## src/rtl/barcode_tx_if.sv

```systemverilog
// Request/status bundle between a station controller and barcode_tx.
//   send       : one-cycle transmit request
//   station_ID : 8-bit ID, sampled on an accepted send
//   period     : requested cell length in clk cycles, sampled on an accepted send
//   BC         : serial barcode line, idles high
//   busy       : frame in progress
//   done       : one-cycle end-of-frame pulse
interface barcode_tx_if #(
    parameter int unsigned PW = 22
) ();
    logic          send;
    logic [7:0]    station_ID;
    logic [PW-1:0] period;
    logic          BC;
    logic          busy;
    logic          done;

    // Controller side.
    modport master (
        output send, station_ID, period,
        input  BC, busy, done
    );

    // Transmitter side.
    modport slave (
        input  send, station_ID, period,
        output BC, busy, done
    );
endinterface

```

## src/rtl/barcode_tx.sv

```systemverilog
// Serial barcode transmitter. Sends a start cell followed by 8 data cells
// (MSB first) on BC; each cell is P clocks long and starts with BC low.
// The low time is 3P/4 for the start cell and for a zero, and P/4 for a one.
//   clk, rst_n : clock, asynchronous active-low reset
//   bus        : barcode_tx_if slave (send/station_ID/period in, BC/busy/done out)
module barcode_tx #(
    parameter int unsigned PW         = 22,
    parameter int unsigned MIN_PERIOD = 16
) (
    input  logic          clk,
    input  logic          rst_n,
    barcode_tx_if.slave   bus
);

    localparam int unsigned CW        = 4;
    localparam logic [CW-1:0] LAST_CELL = CW'(8);
    localparam logic [PW-1:0] MIN_P     = PW'(MIN_PERIOD);

    typedef enum logic {
        IDLE,
        CELL
    } state_e;

    state_e        state_q, state_d;
    logic [CW-1:0] cell_q, cell_d;
    logic [PW-1:0] timer_q, timer_d;
    logic [7:0]    shift_q, shift_d;
    logic [PW-1:0] per_q, per_d;
    logic          bc_q, bc_d;
    logic          busy_q, busy_d;
    logic          done_q, done_d;
    logic [PW-1:0] low_d;

    // Next-state and registered-output logic.
    always_comb begin
        state_d = state_q;
        cell_d  = cell_q;
        timer_d = timer_q;
        shift_d = shift_q;
        per_d   = per_q;
        busy_d  = busy_q;
        done_d  = 1'b0;
        low_d   = '0;
        bc_d    = 1'b1;

        case (state_q)
            IDLE: begin
                if (bus.send) begin
                    state_d = CELL;
                    shift_d = bus.station_ID;
                    per_d   = (bus.period < MIN_P) ? MIN_P : bus.period;
                    cell_d  = '0;
                    timer_d = '0;
                    busy_d  = 1'b1;
                end
            end
            CELL: begin
                if (timer_q == per_q - PW'(1)) begin
                    if (cell_q == LAST_CELL) begin
                        state_d = IDLE;
                        busy_d  = 1'b0;
                        done_d  = 1'b1;
                    end else begin
                        cell_d  = cell_q + CW'(1);
                        timer_d = '0;
                        // The start cell carries no data, so the MSB stays
                        // in place until data cell 1 has been sent.
                        if (cell_q != '0) begin
                            shift_d = {shift_q[6:0], 1'b0};
                        end
                    end
                end else begin
                    timer_d = timer_q + PW'(1);
                end
            end
            default: begin
                state_d = IDLE;
            end
        endcase

        // BC for the coming cycle is derived from the coming timer/cell so
        // the line itself comes straight from a flop.
        if ((cell_d != '0) && shift_d[7]) begin
            low_d = per_d >> 2;
        end else begin
            low_d = per_d - (per_d >> 2);
        end
        if (state_d == CELL) begin
            bc_d = (timer_d >= low_d);
        end
    end

    // State and output registers.
    always_ff @(posedge clk or negedge rst_n) begin
        if (!rst_n) begin
            state_q <= IDLE;
            cell_q  <= '0;
            timer_q <= '0;
            shift_q <= '0;
            per_q   <= MIN_P;
            bc_q    <= 1'b1;
            busy_q  <= 1'b0;
            done_q  <= 1'b0;
        end else begin
            state_q <= state_d;
            cell_q  <= cell_d;
            timer_q <= timer_d;
            shift_q <= shift_d;
            per_q   <= per_d;
            bc_q    <= bc_d;
            busy_q  <= busy_d;
            done_q  <= done_d;
        end
    end

    assign bus.BC   = bc_q;
    assign bus.busy = busy_q;
    assign bus.done = done_q;

endmodule

```

## src/flat_wrapper.sv

```systemverilog
// flat-port wrapper written by rule: the top's interface ports become plain ports
module barcode_tx_flat 
#(
    parameter int unsigned PW         = 22,
    parameter int unsigned MIN_PERIOD = 16
)
  (clk, rst_n, bus_send, bus_station_ID, bus_period, bus_BC, bus_busy, bus_done);
  barcode_tx_if #(.PW(PW)) bus_i ();
  input  logic clk;
  input  logic rst_n;
  input wire logic [$bits(bus_i.send)-1:0] bus_send;
  input wire logic [$bits(bus_i.station_ID)-1:0] bus_station_ID;
  input wire logic [$bits(bus_i.period)-1:0] bus_period;
  output wire logic [$bits(bus_i.BC)-1:0] bus_BC;
  output wire logic [$bits(bus_i.busy)-1:0] bus_busy;
  output wire logic [$bits(bus_i.done)-1:0] bus_done;
  assign bus_i.send = bus_send;
  assign bus_i.station_ID = bus_station_ID;
  assign bus_i.period = bus_period;
  assign bus_BC = bus_i.BC;
  assign bus_busy = bus_i.busy;
  assign bus_done = bus_i.done;
  barcode_tx #(.PW(PW), .MIN_PERIOD(MIN_PERIOD)) u_core (.clk(clk), .rst_n(rst_n), .bus(bus_i));
endmodule
```

## config.mk

```make
export PLATFORM = sky130hd
export DESIGN_NAME = barcode_tx_flat
export DESIGN_NICKNAME = d
export VERILOG_FILES = /design/src/rtl/barcode_tx_if.sv /design/src/rtl/barcode_tx.sv /design/src/flat_wrapper.sv
export SDC_FILE = /design/constraint.sdc
export NUM_CORES = 1
export LEC_CHECK = 0
export CAP_MARGIN = 30
export CORE_MARGIN = 2
export CORE_UTILIZATION = 35
export DETAILED_ROUTE_END_ITERATION = 7
export GPL_ROUTABILITY_DRIVEN = 0
export SYNTH_ARGS = -nofsm -noshare
export SYNTH_HDL_FRONTEND = slang
export SYNTH_SLANG_ARGS = --single-unit
```

## constraint.sdc

```tcl
create_clock -name clk -period 7.9 [get_ports clk]
set_input_delay 1.58 -clock clk [delete_from_list [all_inputs] [get_ports clk]]
set_output_delay 1.58 -clock clk [all_outputs]
set_load 0.05 [all_outputs]
```

Yosys cells after proc, flatten, opt, wreduce, memory -nomap -nowiden
Cells that the tools add are included.

cells by class
  add/sub/neg operators = 4
  order comparisons = 2
  equality and inequality tests = 7
  mux-type cells = 29
  bitwise gates (word level) = 1
  reduce and logical (&&, ||, !) cells = 5

operators by type and width
  kind                                                                            count
  22-bit 2-to-1 mux                                                               7
  22-bit one-hot mux with 2 select lines                                          1
  8-bit 2-to-1 mux                                                                4
  22-bit by 1-bit adder with 22-bit output (second input constant)                1
  22-bit == test                                                                  1
  22-bit >= comparator                                                            1
  22-bit by 5-bit less-than comparator with 1-bit output (second input constant)  1
  22-bit by 1-bit subtractor with 22-bit output (second input constant)           1
  22-bit by 20-bit subtractor with 22-bit output                                  1
  8-bit one-hot mux with 2 select lines                                           1
  4-bit 2-to-1 mux                                                                3
  1-bit 2-to-1 mux                                                                10
  2-bit != test (second input constant)                                           5
  4-bit one-hot mux with 2 select lines                                           1
  4-bit nonzero test                                                              2
  4-bit by 1-bit adder with 4-bit output (second input constant)                  1
  4-bit == test (second input constant)                                           1
  1-bit one-hot mux with 2 select lines                                           2
  4-bit AND reduction                                                             1
  3-bit AND reduction                                                             1
  1-bit logical AND                                                               1
  1-bit inverter                                                                  1

word-level totals
  bits in registers = 60
  bits of input ports = 33
  logic and storage cells = 57

Logic depth before layout (Yosys ltp)
  word-level depth = 9
  gate-level depth with buffers = 25
  mapped depth without buffers = 24

Worst setup path after synthesis
Ideal clock, no wire load.

  path kind = flip-flop to flip-flop
  start = reg u_core.per_q[3]
  end = reg u_core.bc_q (netlist: u_core.bus.BC)
  arrival = 5.940 ns
  data required time = 7.815 ns
  path slack = 1.875 ns
  cell stages (with the launch flop) = 26
  buffers on the path = 4
  period minus slack after synthesis = 6.025 ns
  cells stage by stage = dfrtp_1 > buf_2 > or4_1 > clkbuf_2 > or4_4 > or3_1 > a21oi_2 > nand4_1 > or4b_1 > buf_2 > o21ai_4 > a31oi_2 > o41ai_4 > buf_6 > mux2_1 > ha_1 > nand2b_1 > a21o_1 > a21o_1 > a211oi_1 > o21ai_0 > a21oi_1 > nor3_1 > o311ai_0 > a21o_1 > nand3_1

on the way
  longest elaborated chain between the ends = 9

RTL lines
  element                                        RTL line           text
  from (decl)                                    barcode_tx.sv:28   logic [PW-1:0] per_q, per_d;
  from (signal assigned)                         barcode_tx.sv:109  per_q <= per_d;
  22-bit by 1-bit subtractor with 22-bit output  barcode_tx.sv:58   if (timer_q == per_q - PW'(1)) begin
  22-bit == test                                 barcode_tx.sv:58
  4-bit 2-to-1 mux                               barcode_tx.sv:58
  4-bit one-hot mux with 2 select lines          barcode_tx.sv:46   case (state_q)
  named net u_core.cell_d[0]                     barcode_tx.sv:25   logic [CW-1:0] cell_q, cell_d;
  4-bit nonzero test                             barcode_tx.sv:83   if ((cell_d != '0) && shift_d[7]) begin
  1-bit logical AND                              barcode_tx.sv:83
  22-bit 2-to-1 mux                              barcode_tx.sv:83
  22-bit >= comparator                           barcode_tx.sv:89   bc_d = (timer_d >= low_d);
  1-bit 2-to-1 mux                               barcode_tx.sv:88   if (state_d == CELL) begin
  named net u_core.bc_d                          barcode_tx.sv:29   logic bc_q, bc_d;
  to (signal assigned)                           barcode_tx.sv:101  bc_q <= 1'b1;
  to (signal assigned)                           barcode_tx.sv:110  bc_q <= bc_d;
  to (decl)                                      barcode_tx.sv:29

The timed path passes the listed nets, and every way through them passes these cells. The select of a mux whose other input is x is not followed.
A chain may end at the register's enable or synchronous reset.

Worst setup path in the final report
  start = in bus_period[9]
  end = reg u_core.bc_q (netlist: u_core.bus.BC)

on the way
  longest elaborated chain between the ends = 8

RTL lines
  element                                                   RTL line            text
  from (decl)                                               flat_wrapper.sv:13  input wire logic [$bits(bus_i.period)-1:0] bus_period;
  22-bit by 5-bit less-than comparator with 1-bit output *  barcode_tx.sv:51    per_d = (bus.period < MIN_P) ? MIN_P : bus.period;
  22-bit 2-to-1 mux *                                       barcode_tx.sv:51
  22-bit 2-to-1 mux *                                       barcode_tx.sv:48    if (bus.send) begin
  22-bit 2-to-1 mux *                                       barcode_tx.sv:46
  named net u_core.per_d[3]                                 barcode_tx.sv:28
  22-bit by 20-bit subtractor with 22-bit output            barcode_tx.sv:86    low_d = per_d - (per_d >> 2);
  22-bit 2-to-1 mux *                                       barcode_tx.sv:83
  22-bit >= comparator *                                    barcode_tx.sv:89
  1-bit 2-to-1 mux *                                        barcode_tx.sv:88
  named net u_core.bc_d                                     barcode_tx.sv:29

Mark *: on every way through the listed nets, which the timed path passes. The rest lies on a longest branch.

==> flow_summary.json <==
{
  "status": "completed",
  "dieArea_mm2": 0.0163,
  "routed_via_density": 5.74,
  "nFillCells": 1537,
  "die_x_um": 128,
  "ant_nets": 0,
  "hp-class": "reg2reg",
  "p_leak_nw": 2.70,
  "cts-root-buf": "clkbuf_16",
  "insertion_delay_ns": 0.34,
  "grt_pass1_vias": 4900,
  "post_cts_resized": 0,
  "clock-skew-final_ns": 0.00615,
  "final_layout_size_suffix_gt1_share_pct": 6.53,
  "drv_slew": 0,
  "hold_viol": 0,
  "antenna_found_initial": 0,
  "worst_ep_arrival_time_ns": 6.99,
  "relSlewSlack_pct": 27.4,
  "required_ns": 8.16,
  "coreArea_mm2": 0.0151,
  "rsz0062_at_grt": "false",
  "r2r_slack_ns": 1.29,
  "critPathTopFamily": "simple AND/OR/NAND/NOR gates",
  "crit_type": "in2reg",
  "final_net_count": 764,
  "fmax_mhz": 149,
  "critical_path.max_fanout": 5,
  "synth_edf_count": 0,
  "place_hpwl_um": 11700,
  "diodes": 0,
  "synth_cell_types": 64,
  "timing.final.crit_share_pct": 85.2,
  "yosys_warnings": 0,
  "powerDensity_mw_per_mm2": 237,
  "port_buffers": 35,
  "routedWlPerCell_um": 17.1,
  "clock_path_buffers": 2,
  "placedCellCount": 861,
  "ys.flop_type": "dfrtp_1",
  "die_height_um": 128,
  "drt_iter0_drc": 372,
  "rows": 45,
  "layout_min_cycle_time_ns": 6.73,
  "synth_area_mm2": 0.00535,
  "worst_pin_slew_ns": 1.08,
  "setup_viol": 0,
  "routed_wl_um": 15000,
  "final_cell_mix": "nand2_1, dfrtp_1, o21ai_0, ha_1",
  "cts_hold_buf": 0,
  "grt.total_usage_pct": 19.2,
  "grt_max_degree": 61,
  "grt_pass1_wl_um": 24800,
  "syn_inst": 655,
  "cp-end-kind": "flop",
  "drcViolationCount": 0,
  "syn2layout_area_growth_pct": 15.9,
  "clock-sinks": 60,
  "ios": 36,
  "vias": 5030,
  "finalPower_mw": 1.47,
  "path_cells": "clkdlybuf4s50_1 > or4_1 > nor4_1 > nor2_1 > a22oi_1 > inv_1 > ha_1 > or3_1 > o221a_2 > o21ai_0 > a221oi_1 > or4_1 > a31o_2 > a21oi_1 > xnor2_1 > mux2i_1 > ha_1 > a211oi_1 > nand2_1 > a21oi_1 > a21o_1 > nand3_1",
  "syn_nets": 735,
  "critPathSlowestCell": "or4_1",
  "ys_seq_elements": 60,
  "syn_avg_cell_area_um2": 8.17,
  "path_clk_slew_ns": 0.05,
  "max_stage_delay_ns": 0.51,
  "grt_overflow": 0,
  "start_util_pct": 35.5,
  "irDropWorstVdd_mv": 0.107,
  "numCtsBuffers": 9,
  "instances_no_fill": 877,
  "setup_tns_ns": 0,
  "cts_tree": "built",
  "start_kind": "input port",
  "postSynth.asyncResetShare_pct": 100,
  "utilization_pct": 41.1,
  "post_cts.repair.setup_buffers": 0,
  "cp_num_buf_inv": 2,
  "htreeDepth": 3,
  "final_common_cell": "nand2_1",
  "drv_cap": 0,
  "seq_area_frac_synth_pct": 28.1,
  "dr.pass1.iters": 7
}
-- routing by layer --
metal  part of all wire (%)  GRT usage [%]  up-vias  wire (µm)
met4                    1.9           6.33        0        281
met1                     48           26.5     2409       7150
met5                      0              0        -          0
met2                     45           30.2      151       6710
li1                       -              -     2443          -
met3                    5.6           3.77       27        834
-- worst min-delay path: stages (launching register included) --
cell and delay (ns):
dfrtp_1 0.34, nand2_1 0.05, nand2_1 0.05
-- state kept, by name (all words and copies together) (netlist names) --
name	cells
u_core.bus.busy	1
u_core.bus.BC	1
u_core.per_q	22
u_core.bus.done	1
u_core.shift_q	8
u_core.timer_q	22
u_core.state_q	1
u_core.cell_q	4
-- final timing paths --
| kind | startpoint | endpoint | depth (start not counted) |
|---|---|---|---|
| worst max-delay path | bus_period[9] | u_core.bus.BC | 22 |
| worst min-delay path | u_core.shift_q[3] | u_core.shift_q[3] | 2 |
| worst max register to register | u_core.per_q[3] | u_core.bus.BC | 21 |
| worst min register to register | u_core.shift_q[3] | u_core.shift_q[3] | 2 |
| max in group asynchronous | rst_n | u_core.per_q[19] | 2 |
| min in group asynchronous | rst_n | u_core.shift_q[1] | 2 |
-- synthesized netlist by cell type, types with 11 or more instances --
cell      instances  area [µm²]
nor3_1           15        75.1
nand3_1          23         115
xnor2_1          29         254
nand2_1          94         353
clkbuf_1         19        71.3
mux2i_1          22         220
dfrtp_1          58        1450
o21ai_0          48         240
nor2_1           32         120
a21oi_1          34         170
ha_1             46         576
a22oi_1          11        82.6
nand2b_1         16         100
a31oi_1          12        75.1
inv_1            34         128
xor2_1           14         123
nor4_1           13        81.3
-- report_power, final --
| group | total, mW | switching, mW | leakage [nW] | internal [mW] |
|---|---|---|---|---|
| clock | 0.408 | 0.147 | 0.148 | 0.261 |
| combinational | 0.635 | 0.346 | 1.81 | 0.289 |
| sequential | 0.428 | 0.0735 | 0.744 | 0.354 |
| total | 1.47 | 0.567 | 2.70 | 0.904 |
-- final cells by class --
type	instances	area [µm²]	share of cell area (%)
clock buffers	11	253	4.08
inverters	34	128	2.06
flip-flops and latches	60	1500	24.2
well taps	188	235	3.79
clock inverters	5	58.8	0.948
multi-input cells	535	3610	58.2
repair buffers	44	413	6.66
-- logic make-up (layout without fill, tap and decap cells) --
family / Yosys count / count (layout) / share of synthesized area, %
compound gates: 162 / 162 / 19.6
xor+xnor: 43 / 43 / 7.04
fa+ha+maj: 47 / 47 / 11.1
buf+inv: 60 / 94 / 4.56
flops: 60 / 60 / 28.1
mux: 25 / 25 / 4.75
simple gates: 258 / 258 / 24.8
-- stage by stage --
stage / hold WS, ns / worst slack, ns / instance area [µm²]
after floorplan: 0.446 / 1.87 / 5350
after global placement: 0.464 / 0.966 / 5890
after detailed placement: 0.464 / 0.754 / 5890
after CTS: 0.478 / 1.13 / 6200
after global routing: 0.518 / 0.641 / 6200
final: 0.474 / 1.17 / 6200
No activity file was read; power rests on OpenSTA's default activity.
